File: src/rtl/cordic_pkg.sv
// Shared constants for the CORDIC rotator: Q2.29 format, gain correction, arctangent table,
// controller states and the quadrant sign rule.
package cordic_pkg;

  localparam int WIDTH_DEF = 32;
  localparam int FRAC_BITS = 29;

  // 1/K for the infinite CORDIC gain, 0.6072529350 in Q2.29.
  localparam logic signed [31:0] K_INV = 32'sd326016437;

  typedef enum logic [1:0] {
    IDLE,
    ROTATE,
    FIXUP,
    DONE
  } state_t;

  // Quadrant code: bit 1 negates the sine, bit 0 negates the cosine.
  localparam int Q_SIN_NEG_BIT = 1;
  localparam int Q_COS_NEG_BIT = 0;

  function automatic logic [1:0] quad_signs(input logic [1:0] q);
    return {q[Q_SIN_NEG_BIT], q[Q_COS_NEG_BIT]};
  endfunction

  // atan(2^-i) in Q2.29.
  function automatic logic signed [31:0] atan_tab(input logic [4:0] i);
    logic signed [31:0] v;
    case (i)
      5'd0:  v = 32'sd421657428;
      5'd1:  v = 32'sd248918915;
      5'd2:  v = 32'sd131521918;
      5'd3:  v = 32'sd66762579;
      5'd4:  v = 32'sd33510843;
      5'd5:  v = 32'sd16771758;
      5'd6:  v = 32'sd8387925;
      5'd7:  v = 32'sd4194219;
      5'd8:  v = 32'sd2097141;
      5'd9:  v = 32'sd1048575;
      5'd10: v = 32'sd524288;
      5'd11: v = 32'sd262144;
      5'd12: v = 32'sd131072;
      5'd13: v = 32'sd65536;
      5'd14: v = 32'sd32768;
      5'd15: v = 32'sd16384;
      5'd16: v = 32'sd8192;
      5'd17: v = 32'sd4096;
      5'd18: v = 32'sd2048;
      5'd19: v = 32'sd1024;
      5'd20: v = 32'sd512;
      5'd21: v = 32'sd256;
      5'd22: v = 32'sd128;
      5'd23: v = 32'sd64;
      5'd24: v = 32'sd32;
      5'd25: v = 32'sd16;
      5'd26: v = 32'sd8;
      5'd27: v = 32'sd4;
      5'd28: v = 32'sd2;
      5'd29: v = 32'sd1;
      default: v = 32'sd0;
    endcase
    return v;
  endfunction

endpackage

File: src/rtl/cordic_rotator_if.sv
// Angle-in / sin-cos-out handshake bundle between the quadrant reducer, the rotator and its consumer.
interface cordic_rotator_if #(
  parameter int WIDTH = 32
);
  logic signed [WIDTH-1:0] angle_in;
  logic                    angle_valid;
  logic [1:0]              quad_data;
  logic                    in_ready;
  logic signed [WIDTH-1:0] sin_out;
  logic signed [WIDTH-1:0] cos_out;
  logic                    out_valid;
  logic                    out_ready;
  logic                    drop_err;

  modport master (
    output angle_in, angle_valid, quad_data, out_ready,
    input  in_ready, sin_out, cos_out, out_valid, drop_err
  );

  modport slave (
    input  angle_in, angle_valid, quad_data, out_ready,
    output in_ready, sin_out, cos_out, out_valid, drop_err
  );
endinterface

File: src/rtl/cordic_iter.sv
// One combinational CORDIC micro-rotation; direction follows the sign of the residual angle z.
module cordic_iter #(
  parameter int WIDTH = 32,
  parameter int SW    = 5
) (
  input  logic signed [WIDTH-1:0] x,
  input  logic signed [WIDTH-1:0] y,
  input  logic signed [WIDTH-1:0] z,
  input  logic        [SW-1:0]    shift,
  input  logic signed [WIDTH-1:0] atan_val,
  output logic signed [WIDTH-1:0] x_nxt,
  output logic signed [WIDTH-1:0] y_nxt,
  output logic signed [WIDTH-1:0] z_nxt
);

  logic signed [WIDTH-1:0] xs;
  logic signed [WIDTH-1:0] ys;

  always_comb begin
    xs = x >>> shift;
    ys = y >>> shift;
    if (!z[WIDTH-1]) begin
      x_nxt = x - ys;
      y_nxt = y + xs;
      z_nxt = z - atan_val;
    end else begin
      x_nxt = x + ys;
      y_nxt = y - xs;
      z_nxt = z + atan_val;
    end
  end

endmodule

File: src/rtl/cordic_rotator.sv
// Iterative rotation-mode CORDIC: one micro-rotation per cycle on a shared datapath, then quadrant
// sign restore; result held under out_valid until out_ready. Supports WIDTH up to 32.
module cordic_rotator
  import cordic_pkg::*;
#(
  parameter int WIDTH = WIDTH_DEF,
  parameter int ITER  = 24
) (
  input logic             clk,
  input logic             rst,
  cordic_rotator_if.slave bus
);

  localparam int CW = $clog2(WIDTH);
  localparam logic signed [WIDTH-1:0] K_INV_W = WIDTH'(K_INV >>> (32 - WIDTH));

  state_t                  state;
  logic [CW-1:0]           cnt;
  logic signed [WIDTH-1:0] x, y, z;
  logic signed [WIDTH-1:0] x_nxt, y_nxt, z_nxt;
  logic signed [WIDTH-1:0] atan_val;
  logic signed [31:0]      atan_full;
  logic [1:0]              q;
  logic [1:0]              sgn;
  logic signed [WIDTH-1:0] sin_r, cos_r;
  logic                    out_valid_r;
  logic                    drop_r;

  // Table is Q2.29 at 32 bits; rescale to the Q2.(WIDTH-3) datapath.
  assign atan_full = atan_tab(5'(cnt));
  assign atan_val  = WIDTH'(atan_full >>> (32 - WIDTH));
  assign sgn       = quad_signs(q);

  cordic_iter #(
    .WIDTH(WIDTH),
    .SW   (CW)
  ) u_iter (
    .x       (x),
    .y       (y),
    .z       (z),
    .shift   (cnt),
    .atan_val(atan_val),
    .x_nxt   (x_nxt),
    .y_nxt   (y_nxt),
    .z_nxt   (z_nxt)
  );

  always_ff @(posedge clk or negedge rst) begin
    if (!rst) begin
      state       <= IDLE;
      cnt         <= '0;
      x           <= '0;
      y           <= '0;
      z           <= '0;
      q           <= '0;
      sin_r       <= '0;
      cos_r       <= '0;
      out_valid_r <= 1'b0;
      drop_r      <= 1'b0;
    end else begin
      if (bus.angle_valid && (state != IDLE)) begin
        drop_r <= 1'b1;
      end
      case (state)
        IDLE: begin
          if (bus.angle_valid) begin
            x     <= K_INV_W;
            y     <= '0;
            z     <= bus.angle_in;
            q     <= bus.quad_data;
            cnt   <= '0;
            state <= ROTATE;
          end
        end
        ROTATE: begin
          x <= x_nxt;
          y <= y_nxt;
          z <= z_nxt;
          if (cnt == CW'(ITER - 1)) begin
            state <= FIXUP;
          end else begin
            cnt <= cnt + 1'b1;
          end
        end
        FIXUP: begin
          sin_r       <= sgn[1] ? -y : y;
          cos_r       <= sgn[0] ? -x : x;
          out_valid_r <= 1'b1;
          state       <= DONE;
        end
        DONE: begin
          if (bus.out_ready) begin
            out_valid_r <= 1'b0;
            state       <= IDLE;
          end
        end
        default: state <= IDLE;
      endcase
    end
  end

  assign bus.in_ready  = (state == IDLE);
  assign bus.sin_out   = sin_r;
  assign bus.cos_out   = cos_r;
  assign bus.out_valid = out_valid_r;
  assign bus.drop_err  = drop_r;

endmodule

File: src/flat_wrapper.sv
// flat-port wrapper written by rule: the top's interface ports become plain ports
module cordic_rotator_flat import cordic_pkg::*;
#(
  parameter int WIDTH = WIDTH_DEF,
  parameter int ITER  = 24
)
  (clk, rst, bus_angle_in, bus_angle_valid, bus_quad_data, bus_out_ready, bus_in_ready, bus_sin_out, bus_cos_out, bus_out_valid, bus_drop_err);
  cordic_rotator_if #(.WIDTH(WIDTH)) bus_i ();
  input logic clk;
  input logic rst;
  input wire logic [$bits(bus_i.angle_in)-1:0] bus_angle_in;
  input wire logic [$bits(bus_i.angle_valid)-1:0] bus_angle_valid;
  input wire logic [$bits(bus_i.quad_data)-1:0] bus_quad_data;
  input wire logic [$bits(bus_i.out_ready)-1:0] bus_out_ready;
  output wire logic [$bits(bus_i.in_ready)-1:0] bus_in_ready;
  output wire logic [$bits(bus_i.sin_out)-1:0] bus_sin_out;
  output wire logic [$bits(bus_i.cos_out)-1:0] bus_cos_out;
  output wire logic [$bits(bus_i.out_valid)-1:0] bus_out_valid;
  output wire logic [$bits(bus_i.drop_err)-1:0] bus_drop_err;
  assign bus_i.angle_in = bus_angle_in;
  assign bus_i.angle_valid = bus_angle_valid;
  assign bus_i.quad_data = bus_quad_data;
  assign bus_i.out_ready = bus_out_ready;
  assign bus_in_ready = bus_i.in_ready;
  assign bus_sin_out = bus_i.sin_out;
  assign bus_cos_out = bus_i.cos_out;
  assign bus_out_valid = bus_i.out_valid;
  assign bus_drop_err = bus_i.drop_err;
  cordic_rotator #(.WIDTH(WIDTH), .ITER(ITER)) u_core (.clk(clk), .rst(rst), .bus(bus_i));
endmodule
File: config.mk
export PLATFORM = sky130hd
export DESIGN_NAME = cordic_rotator_flat
export DESIGN_NICKNAME = d
export VERILOG_FILES = /design/src/rtl/cordic_pkg.sv /design/src/rtl/cordic_rotator_if.sv /design/src/rtl/cordic_iter.sv /design/src/rtl/cordic_rotator.sv /design/src/flat_wrapper.sv
export SDC_FILE = /design/constraint.sdc
export NUM_CORES = 1
export LEC_CHECK = 0
export ABC_AREA = 0
export CAP_MARGIN = 10
export CORE_AREA = 2 2 225 227
export DETAILED_ROUTE_END_ITERATION = 12
export DIE_AREA = 0 0 227 229
export PLACE_DENSITY = 0.61
export SYNTH_ARGS = -nofsm -noshare
export SYNTH_HDL_FRONTEND = slang
export SYNTH_SLANG_ARGS = --single-unit
File: constraint.sdc
create_clock -name clk -period 5.8 [get_ports clk]
set_input_delay 1.16 -clock clk [delete_from_list [all_inputs] [get_ports clk]]
set_output_delay 1.16 -clock clk [all_outputs]
set_load 0.02 [all_outputs]
==> Yosys cells after proc, flatten, opt, wreduce, memory -nomap -nowiden <==
Memories as Yosys holds them, arrays and structs flattened.
Index checks and enable logic that the tools add are counted.
W data, S select, Z words.
{ "word_totals": {"n_memories": 1, "ff_bits": 171, "word_cells": 60, "mem_bits_ro": 928, "output_inout_bits": 67, "in_bits": 38} }
{ "op_classes": {"shifts": 2, "n_addsub": 9, "mux": 20, "eq_ne": 8, "reduce_logical": 10} }
{ "memory_table": {"columns": ["name", "words", "word_bits", "rd", "rd_ports_with_merged_regs", "write_ports", "line", "rtl"], "rows": [
  ["(no name shown)", 32, 29, 1, 0, 0, "cordic_pkg.sv:29", "case (i)"]
]} }
{ "ops": {"columns": ["cell", "n"], "rows": [
  ["$mux W32", 8],
  ["$pmux W32 S2", 3],
  ["$add A32 B32 Y32", 3],
  ["$sub A32 B32 Y32", 3],
  ["$neg A32 Y32", 2],
  ["$sshr A32 B5 Y32", 2],
  ["$mux W5", 2],
  ["$pmux W5 S2", 1],
  ["$pmux W2 S4", 1],
  ["$mux W2", 3],
  ["$ne A2 B2 Y1 const B", 3],
  ["$reduce_and A2 Y1", 3],
  ["$reduce_and A3 Y1", 2],
  ["$reduce_bool A2 Y1", 3],
  ["$add A5 B1 Y5 const B", 1],
  ["$eq A5 B5 Y1 const B", 1],
  ["$eq A2 B2 Y1 const B", 2],
  ["$eq A2 B1 Y1 const B", 1],
  ["$logic_not A2 Y1", 1],
  ["$ne A2 B1 Y1 const B", 1],
  ["$pmux W1 S2", 1],
  ["$logic_and A1 B1 Y1", 1],
  ["$mux W1", 1]
]} }

==> Depth between registers and ports, before layout <==
Gate-level depths: netlist (run 1).
{ "logic_depth": {"word_depth": 4, "ltp_mapped": 30, "mapped_depth_nobuf": 26} }

==> Cells and area by module <==
From an unflattened synthesis (run 1), not the netlist that was laid out.
{ "unflattened": {"hier_cells": 2397, "area_unflattened_um2": 20495.9} }
{ "by_module_without_submodules": {"columns": ["mod", "n_inst", "cells_per_inst", "seq_area_each_um2", "area_per_inst_um2"], "rows": [
  ["cordic_iter", 1, 1411, 0.0, 11260.8],
  ["cordic_rotator", 1, 986, 4279.1, 9235.1]
]} }

==> Worst setup path after synthesis (run 1) <==
No wires, ideal clock.
{ "synth_path": {"kind": "flip-flop to flip-flop", "start": "register u_core.cnt[1]", "end": "register u_core.z[30]", "period_less_slack_ps": 5980, "setup_time_ps": 83, "t_required_ps": 5717, "t_arrival_ps": 5897, "path_buffers": 5, "setup_slack_ps": -180, "path_stages_with_launch": 28, "cell_sequence": "dfrtp_1 > buf_2 > buf_6 > inv_2 > buf_2 > buf_1 > ha_1 > clkbuf_1 > o211a_1 > o21ai_0 > and4bb_2 > nand2_1 > or3_1 > nor2_1 > nor2_1 > xnor2_1 > ha_1 > and4_1 > o211ai_1 > o21ai_0 > a41oi_1 > o31ai_1 > nor4_1 > o41a_1 > o21ai_0 > xor2_1 > mux2i_1 > o21ai_0"} }
{ "synth_between": {"elab_chain_len": 4, "elab_cells_between_ends": 5, "cone_classes": "add/sub: 2; mux: 2; memory: 1"} }
{ "synth_rtl": {"columns": ["element", "line", "rtl"], "rows": [
  ["start, declared", "cordic_rotator.sv:18", "logic [CW-1:0] cnt;"],
  ["start signal, assigned", "cordic_rotator.sv:82", "cnt <= cnt + 1'b1;"],
  ["$mem_v2 Z32 W29 *", null, null],
  ["$sub A32 B32 Y32 / $add A32 B32 Y32 (equally long branches)", "cordic_iter.sv:25, cordic_iter.sv:29", null],
  ["$mux W32 *", "cordic_iter.sv:22", "if (!z[WIDTH-1]) begin"],
  ["$pmux W32 S2 *", "cordic_rotator.sv:64", "case (state)"],
  ["end signal, assigned", "cordic_rotator.sv:69", "z <= bus.angle_in;"],
  ["end signal, assigned", "cordic_rotator.sv:78", "z <= z_nxt;"],
  ["end, declared", "cordic_rotator.sv:19", "logic signed [WIDTH-1:0] x, y, z;"]
]} }
Every way passes the cells marked *; elsewhere a longest branch is shown, timed or not.
A chain may end at the register's enable or synchronous reset.

==> Final worst setup path (run 1) <==
{ "layout_path": {"start": "register u_core.cnt[0]", "end": "register u_core.x[28]"} }
{ "layout_between": {"elab_chain_len": 4, "elab_cells_between_ends": 5, "cone_classes": "add/sub: 2; shift: 1; mux: 2"} }
{ "layout_rtl": {"columns": ["element", "line", "rtl"], "rows": [
  ["$sshr A32 B5 Y32 *", "cordic_iter.sv:21", "ys = y >>> shift;"],
  ["$sub A32 B32 Y32 / $add A32 B32 Y32 (equally long branches)", "cordic_iter.sv:23, cordic_iter.sv:27", null],
  ["$mux W32 *", "cordic_iter.sv:22", null],
  ["$pmux W32 S2 *", "cordic_rotator.sv:64", null],
  ["end signal, assigned", "cordic_rotator.sv:76", "x <= x_nxt;"],
  ["end, declared", "cordic_rotator.sv:19", null]
]} }
Marks and branches as above.

==> run summary, run 1 <==
* status: completed
* clock-pin slew reported for the worst setup and hold paths after clock tree synthesis: 70 ps
* count of placed standard cells in the final layout, fillers left out: 3370
* Die W: 227 µm
* Peak Freq: 0.178 GHz
* Root Driver: sky130_fd_sc_hd__clkbuf_16
* detailed-route vias per instance: 5.89
* die area: 52000 µm²
* wire length of the first global-routing pass: 113000 µm
* EDFF count, synth: 0
* endpoint of the most critical register-to-register path: u_core.x[28]
* RSZ-0062 raised after global routing: yes
* number of global-route vias before repair: 19600
* Final Hold Violating Endpoints: 0
* type of the tightest min-delay check: reg -> reg
* violation count after the first detailed-route iteration: 1701
* sequential cell area fraction in the yosys report: 0.218
* number of input and output port buffers inserted: 104
* top cell type's share of synthesized area: 0.218
* Remaining DRCs: 0
* Rows: 82
* Min-Delay Startpoint: u_core.bus.drop_err
* aggregate global routing overflow: 0
* filler cell count in the final layout: 4816
* Net Count, Synth: 2526
* antenna violations before repair: 0
* Avg Cell Area, Syn: 8.30 µm²
* Total Wirelength: 74200 µm
* CTS tree: built
* Worst Setup Path Type: reg -> reg
* kind of start point of the critical path: flop
* antenna diode count: 0
* source of the worst register-to-register timing path: u_core.cnt[0]
* DIE HEIGHT: 229 µm
* post-route clock skew: 13.0 ps
* FF/Latch Area: 4290 µm²
* normalized max-slew margin: 0.136
* Most used DFF post-synth: sky130_fd_sc_hd__dfrtp_1
* half-perimeter wire length after placement: 56600 µm
* number of detailed-routing iterations run before antenna repair: 6
* effective utilization at floorplan: 0.395
* Hold EP: u_core.bus.drop_err
* worst-case hold slack: 474 ps
* WHS Path Cells: 1
* total CTS buffers: 17
* area of the multi-input gates: 14800 µm²
* share of final-layout standard cells stronger than drive strength 1: 0.238
* total number of clock tree sinks: 171
* Skew-Pair Late Insertion Delay: 500 ps
* global-route usage over all layers: 0.283
* fraction of registers with async set or reset after synthesis: 1.00
* number of cell instances on the worst register-to-register path: 24
* Final period util: 0.969
* Crit path arrival time: 5940 ps
* Worst Path Required: 6120 ps
* level count of the clock H-tree: 4
* Floorplan Core Area: 49700 µm²
* register-to-register setup slack: 180 ps
* minimum period implied by the final worst setup slack: 5620 ps
* number of hold buffers added after cts: 0
* # placed instances: 3310
* CP max FO: 12
* number of distinct library cells after synthesis: 94
* Mapped Area: 19600 µm²
* total via count in the routed design: 19900
* boundary pin count: 105
* cells taking the most area after synthesis: sky130_fd_sc_hd__dfrtp_1 22%, sky130_fd_sc_hd__ha_1 7.9%, sky130_fd_sc_hd__mux4_2 7.6%, sky130_fd_sc_hd__a21oi_1 5.9%, sky130_fd_sc_hd__xor2_1 5.9%
* synthesis-to-layout area growth: 26.7%
* #FFs+latches synth: 171
* Synth area leader: sky130_fd_sc_hd__dfrtp_1
* final-report setup violation count: 0
* Max Cap Viol: 0
* routability congestion estimate from global placement: 0.983
* Final Slew Violations: 0
* remaining number of nets flagged by the antenna check after routing: 0
* count of warnings emitted by yosys: 0
* nets@finish: 2849
* routed length per instance: 22.0 µm
* CTS Buffer Depth: 2
* synthesized netlist cell count: 2362
* measured slew at the worst slew-check pin: 1290 ps
* crit end category: flop
* maximum number of pins on one net before global-route repair: 95
[through the flow]
step	setup TNS, ps	area, µm²	util	worst slack [ps]
2_1_floorplan	0	19600	-	37.7
3_3_place_gp	-143	23500	0.473	-79.5
3_5_place_dp	-410	23500	0.473	-135
4_1_cts	0	24100	0.486	0.0604
5_1_grt	-128	24800	0.500	-55.6
6_report	0	24800	0.500	180
[cell families (layout without fill, tap and decap cells)]
kind of cell / after synthesis / count (layout) / share of synthesized area
mux: 190 / 190 / 0.142
fa+ha+maj: 126 / 126 / 0.0816
xor+xnor: 227 / 227 / 0.101
compound gates: 724 / 724 / 0.236
buf+inv: 232 / 568 / 0.0532
simple gates: 692 / 692 / 0.167
flops: 171 / 171 / 0.218
[synth_stat cells, types with 17 or more instances]
library cell	instances
sky130_fd_sc_hd__dfrtp_1	171
sky130_fd_sc_hd__nand2_1	230
sky130_fd_sc_hd__a31oi_1	32
sky130_fd_sc_hd__a21o_1	51
sky130_fd_sc_hd__o21a_1	20
sky130_fd_sc_hd__buf_2	32
sky130_fd_sc_hd__a21oi_1	233
sky130_fd_sc_hd__o21ai_0	152
sky130_fd_sc_hd__inv_1	52
sky130_fd_sc_hd__and2_1	18
sky130_fd_sc_hd__mux4_2	66
sky130_fd_sc_hd__o31ai_1	33
sky130_fd_sc_hd__a211oi_1	20
sky130_fd_sc_hd__o22ai_1	18
sky130_fd_sc_hd__nor2b_1	20
sky130_fd_sc_hd__mux2_2	38
sky130_fd_sc_hd__nand3_1	34
sky130_fd_sc_hd__ha_1	123
sky130_fd_sc_hd__mux2i_1	81
sky130_fd_sc_hd__nand2b_1	35
sky130_fd_sc_hd__clkbuf_1	110
sky130_fd_sc_hd__xor2_1	132
sky130_fd_sc_hd__buf_1	17
sky130_fd_sc_hd__nor2_1	228
sky130_fd_sc_hd__xnor2_1	95
sky130_fd_sc_hd__nor3_1	32
[critical path, stage by stage (launching register included)]
cell and delay [ps]:
sky130_fd_sc_hd__dfrtp_4 570, sky130_fd_sc_hd__buf_12 180, sky130_fd_sc_hd__buf_12 120, sky130_fd_sc_hd__clkbuf_16 160, sky130_fd_sc_hd__mux2_2 260, sky130_fd_sc_hd__mux4_2 530, sky130_fd_sc_hd__a221oi_2 350, sky130_fd_sc_hd__ha_2 270
sky130_fd_sc_hd__nand2_2 90, sky130_fd_sc_hd__nor3_2 220, sky130_fd_sc_hd__a21oi_1 110, sky130_fd_sc_hd__xnor2_1 180, sky130_fd_sc_hd__ha_1 320, sky130_fd_sc_hd__buf_4 120, sky130_fd_sc_hd__a21boi_0 210, sky130_fd_sc_hd__o21a_1 180
sky130_fd_sc_hd__nor3_2 50, sky130_fd_sc_hd__a211oi_2 300, sky130_fd_sc_hd__a311oi_2 180, sky130_fd_sc_hd__buf_4 170, sky130_fd_sc_hd__o31ai_2 350, sky130_fd_sc_hd__a21o_1 160, sky130_fd_sc_hd__a21o_1 120, sky130_fd_sc_hd__xnor2_1 130
sky130_fd_sc_hd__a21oi_1 90
[cells in the final DEF, fill, tap and decap left out, types with 15 or more instances in the layout]
cell type                           n
sky130_fd_sc_hd__buf_4            358
sky130_fd_sc_hd__nand2_1          228
sky130_fd_sc_hd__nor2_1           222
sky130_fd_sc_hd__a21oi_1          218
sky130_fd_sc_hd__dfrtp_1          166
sky130_fd_sc_hd__o21ai_0          141
sky130_fd_sc_hd__xor2_1           132
sky130_fd_sc_hd__ha_1             117
sky130_fd_sc_hd__clkdlybuf4s50_1  103
sky130_fd_sc_hd__xnor2_1           93
sky130_fd_sc_hd__mux2i_1           76
sky130_fd_sc_hd__mux4_2            66
sky130_fd_sc_hd__inv_1             51
sky130_fd_sc_hd__a21o_1            51
sky130_fd_sc_hd__mux2_2            38
sky130_fd_sc_hd__nand2b_1          35
sky130_fd_sc_hd__nand3_1           34
sky130_fd_sc_hd__a31oi_1           30
sky130_fd_sc_hd__o31ai_1           29
sky130_fd_sc_hd__nor3_1            23
sky130_fd_sc_hd__clkbuf_16         21
sky130_fd_sc_hd__nor2b_1           20
sky130_fd_sc_hd__o21a_1            20
sky130_fd_sc_hd__o22ai_1           18
sky130_fd_sc_hd__and2_1            17
sky130_fd_sc_hd__a211oi_1          16
sky130_fd_sc_hd__a21oi_2           15
sky130_fd_sc_hd__o21bai_1          15
sky130_fd_sc_hd__buf_12            15
[registers in the layout (all words and copies together), names as in the netlist]
register              cells
u_core.bus.drop_err       1
u_core.x                 32
u_core.cnt                5
u_core.bus.out_valid      1
u_core.q                  2
u_core.state              2
u_core.z                 32
u_core.bus.cos_out       32
u_core.y                 32
u_core.bus.sin_out       32
[cell type report]
cell class | instances | share of cell area
repair buffers | 482 | 0.167
clock buffers | 20 | 0.0180
flip-flops and latches | 171 | 0.173
clock inverters | 12 | 0.00559
inverters | 54 | 0.00821
multi-input cells | 1959 | 0.595
well taps | 672 | 0.0339
[worst max path at each step]
stage | from | to | slack [ps]
after floorplan | u_core.cnt[1] | u_core.z[30] | 40
after global placement | u_core.cnt[0] | u_core.y[31] | -80
after detailed placement | u_core.cnt[0] | u_core.y[31] | -130
after CTS | u_core.cnt[0] | u_core.x[30] | 0.06
after global routing | u_core.cnt[0] | u_core.x[28] | -60
final | u_core.cnt[0] | u_core.x[28] | 180
[routing by layer]
| metal | global-route usage | up-vias | part of all wire |
|---|---|---|---|
| met5 | 0 | - | 0 |
| met1 | 0.385 | 9716 | 0.44 |
| met2 | 0.456 | 709 | 0.47 |
| li1 | - | 9295 | - |
| met3 | 0.0407 | 130 | 0.064 |
| met4 | 0.0991 | 0 | 0.033 |
[timing repair]
item | CTS | global route
resized for setup | 8 | 97
setup endpoints to repair | 7 | 32
pin swaps | 3 | 42
buffers inserted | 4 | 20
cloned | 0 | 4
Power of run 1 is not shown: default switching activity piles up to over one toggle a cycle in this logic, so the estimate is an artifact.
==> run 2: changes to the inputs <==
Settings changed: CORE_AREA 2 2 225 227 to 2 2 202 253, DIE_AREA 0 0 227 229 to 0 0 204 255.
==> run 2 against run 1 <==
  * Flip-flop and latch count unchanged
  * Final area increased by 1.0%
  * Setup slack got worse by 45 ps
  * Clock skew increased by 5.2 ps
  * Core utilization increased by 0.20 points
  * Critical endpoint is now u_core.x[31]
  * Worst hold slack got worse by 1.7 ps
  * First-iteration DRC count decreased by 15%
  * Die area about the same
  * Via count increased by 1.2%
  * Sequential share of layout area decreased by 0.18 points
  * Routed wire length increased by 1.3%
==> run summary, run 2 (synthesis gave the netlist of run 1 again) <==
* antenna violations before repair: 2
* Final period util: 0.977
* Die W: 204 µm
* Floorplan Core Area: 50000 µm²
* Worst Path Required: 6120 ps
* placed instance area: 23800 µm²
* detailed-route vias per instance: 5.89
* routed length per instance: 22.0 µm
* normalized max-slew margin: 0.346
* status: completed
* total CTS buffers: 17
* global-route usage over all layers: 0.289
* total negative slack for setup checks: 0 ps
* Final Slew Violations: 0
* Final Hold Violating Endpoints: 0
* crit end category: flop
* CP max FO: 10
* final-report setup violation count: 0
* level count of the clock H-tree: 4
* number of detailed-routing iterations run before antenna repair: 8
* clock-pin slew reported for the worst setup and hold paths after clock tree synthesis: 90 ps
* commonest non-fill, non-tap cell in the layout: sky130_fd_sc_hd__buf_4
* maximum number of pins on one net before global-route repair: 98
* Root Driver: sky130_fd_sc_hd__clkbuf_16
* measured slew at the worst slew-check pin: 977 ps
* register-to-register setup slack: 130 ps
* Detail Route met3 WL: 3840 µm
* end-of-flow core utilization: 0.502
* kind of start point of the critical path: flop
* type of the tightest min-delay check: reg -> reg
* count of placed standard cells in the final layout, fillers left out: 3413
* Layout Cell Area excl Fill: 25100 µm²
* synthesis-to-layout area growth: 28.0%
* Crit path arrival time: 5990 ps
* routability congestion estimate from global placement: 0.984
* Worst Setup Path Type: reg -> reg
* number of global-route vias before repair: 19900
* aggregate global routing overflow: 0
* violation count after the first detailed-route iteration: 1452
* most frequent cells in the layout: 413 x sky130_fd_sc_hd__buf_4, 229 x sky130_fd_sc_hd__nand2_1, 224 x sky130_fd_sc_hd__nor2_1
* # placed instances: 3347
* share of final-layout standard cells stronger than drive strength 1: 0.250
* detailed-route wire length on metal 1: 30900 µm
* CTS Buffer Depth: 2
* nets@finish: 2903
* boundary pin count: 105
* effective utilization at floorplan: 0.392
* filler cell count in the final layout: 4816
* total number of clock tree sinks: 171
* minimum period implied by the final worst setup slack: 5670 ps
* remaining number of nets flagged by the antenna check after routing: 0
* DIE HEIGHT: 255 µm
* Total Wirelength: 75200 µm
* half-perimeter wire length after placement: 58100 µm
* top routing layer in use: met4
* Peak Freq: 0.177 GHz
* number of hold buffers added after cts: 0
* CTS tree: built
* Rows: 92
* post-route clock skew: 18.2 ps
* Remaining DRCs: 0
* detailed route wirelength on metal2: 36600 µm
* Skew-Pair Late Insertion Delay: 480 ps
* RSZ-0062 raised after global routing: yes
* total via count in the routed design: 20100
* number of input and output port buffers inserted: 104
* die area: 52000 µm²
* wire length of the first global-routing pass: 115000 µm
* Max Cap Viol: 0
run 2: cell count changes in the layout (fill, tap and decap cells not counted), moves of 3 or more:
cell	change
sky130_fd_sc_hd__a221oi_2	-3
sky130_fd_sc_hd__diode_2	+3
sky130_fd_sc_hd__clkinv_8	+4
sky130_fd_sc_hd__buf_12	-5
sky130_fd_sc_hd__clkinv_2	-4
sky130_fd_sc_hd__buf_4	+55
sky130_fd_sc_hd__buf_6	+6
sky130_fd_sc_hd__clkbuf_16	-3
run 2: worst max-delay path, cell delays in order, from the launching register on:
cell and delay [ps]:
sky130_fd_sc_hd__dfrtp_4 530, sky130_fd_sc_hd__buf_12 170, sky130_fd_sc_hd__buf_16 150, sky130_fd_sc_hd__buf_4 130, sky130_fd_sc_hd__mux2_1 340, sky130_fd_sc_hd__mux4_2 540
sky130_fd_sc_hd__a221oi_4 330, sky130_fd_sc_hd__ha_2 230, sky130_fd_sc_hd__nand2_1 90, sky130_fd_sc_hd__buf_4 170, sky130_fd_sc_hd__nor4_4 270, sky130_fd_sc_hd__buf_4 190
sky130_fd_sc_hd__and3_4 220, sky130_fd_sc_hd__nor3_1 50, sky130_fd_sc_hd__a21oi_1 130, sky130_fd_sc_hd__o211ai_1 190, sky130_fd_sc_hd__ha_1 390, sky130_fd_sc_hd__a21o_1 200
sky130_fd_sc_hd__a21o_1 180, sky130_fd_sc_hd__a221o_1 400, sky130_fd_sc_hd__nor3_2 160, sky130_fd_sc_hd__nor4_2 70, sky130_fd_sc_hd__xor2_1 160, sky130_fd_sc_hd__nand3_1 100
sky130_fd_sc_hd__o221ai_1 110
run 2: repair_timing:
item | 4_1_cts | 5_1_grt
buffers inserted | 1 | 29
endpoints found under the hold margin | 0 | 0
gates resized for setup | 15 | 82
cloned | 0 | 1
pin swaps | 5 | 39
setup endpoints to repair | 10 | 33
run 2: path summary, 6_finish.rpt:
path                                     start                     end  depth (start not counted)
hold reg to reg            u_core.bus.drop_err     u_core.bus.drop_err                          1
min in group asynchronous                  rst            u_core.x[19]                          1
max in group asynchronous                  rst  u_core.bus.sin_out[18]                          2
setup / recovery                 u_core.cnt[0]            u_core.x[31]                         24
hold / removal             u_core.bus.drop_err     u_core.bus.drop_err                          1
setup reg to reg                 u_core.cnt[0]            u_core.x[31]                         24
run 2: per-layer routing:
metal | global-route usage | up-vias
met1 | 0.358 | 9818
met5 | 0 | -
met4 | 0.149 | 0
met3 | 0.0321 | 171
li1 | - | 9431
met2 | 0.496 | 674
run 2: layout make-up:
type	instances	area, µm²	area share
Multi-Input combinational cell	1959	14700	0.585
Clock buffer	17	425	0.0170
Antenna cell	3	7.51	0.000299
Tap cell	658	823	0.0328
Inverter	54	206	0.00823
Clock inverter	15	179	0.00713
Timing Repair Buffer	536	4470	0.178
Sequential cell	171	4290	0.171
run 2: through the flow:
stage	worst slack [ps]	hold WS (ps)
floorplan	37.7	456
global placement	-153	443
detailed placement	-146	453
CTS	-14.7	478
global route	-57.0	503
finish	135	472
Power of run 2 is left out for the same reason.
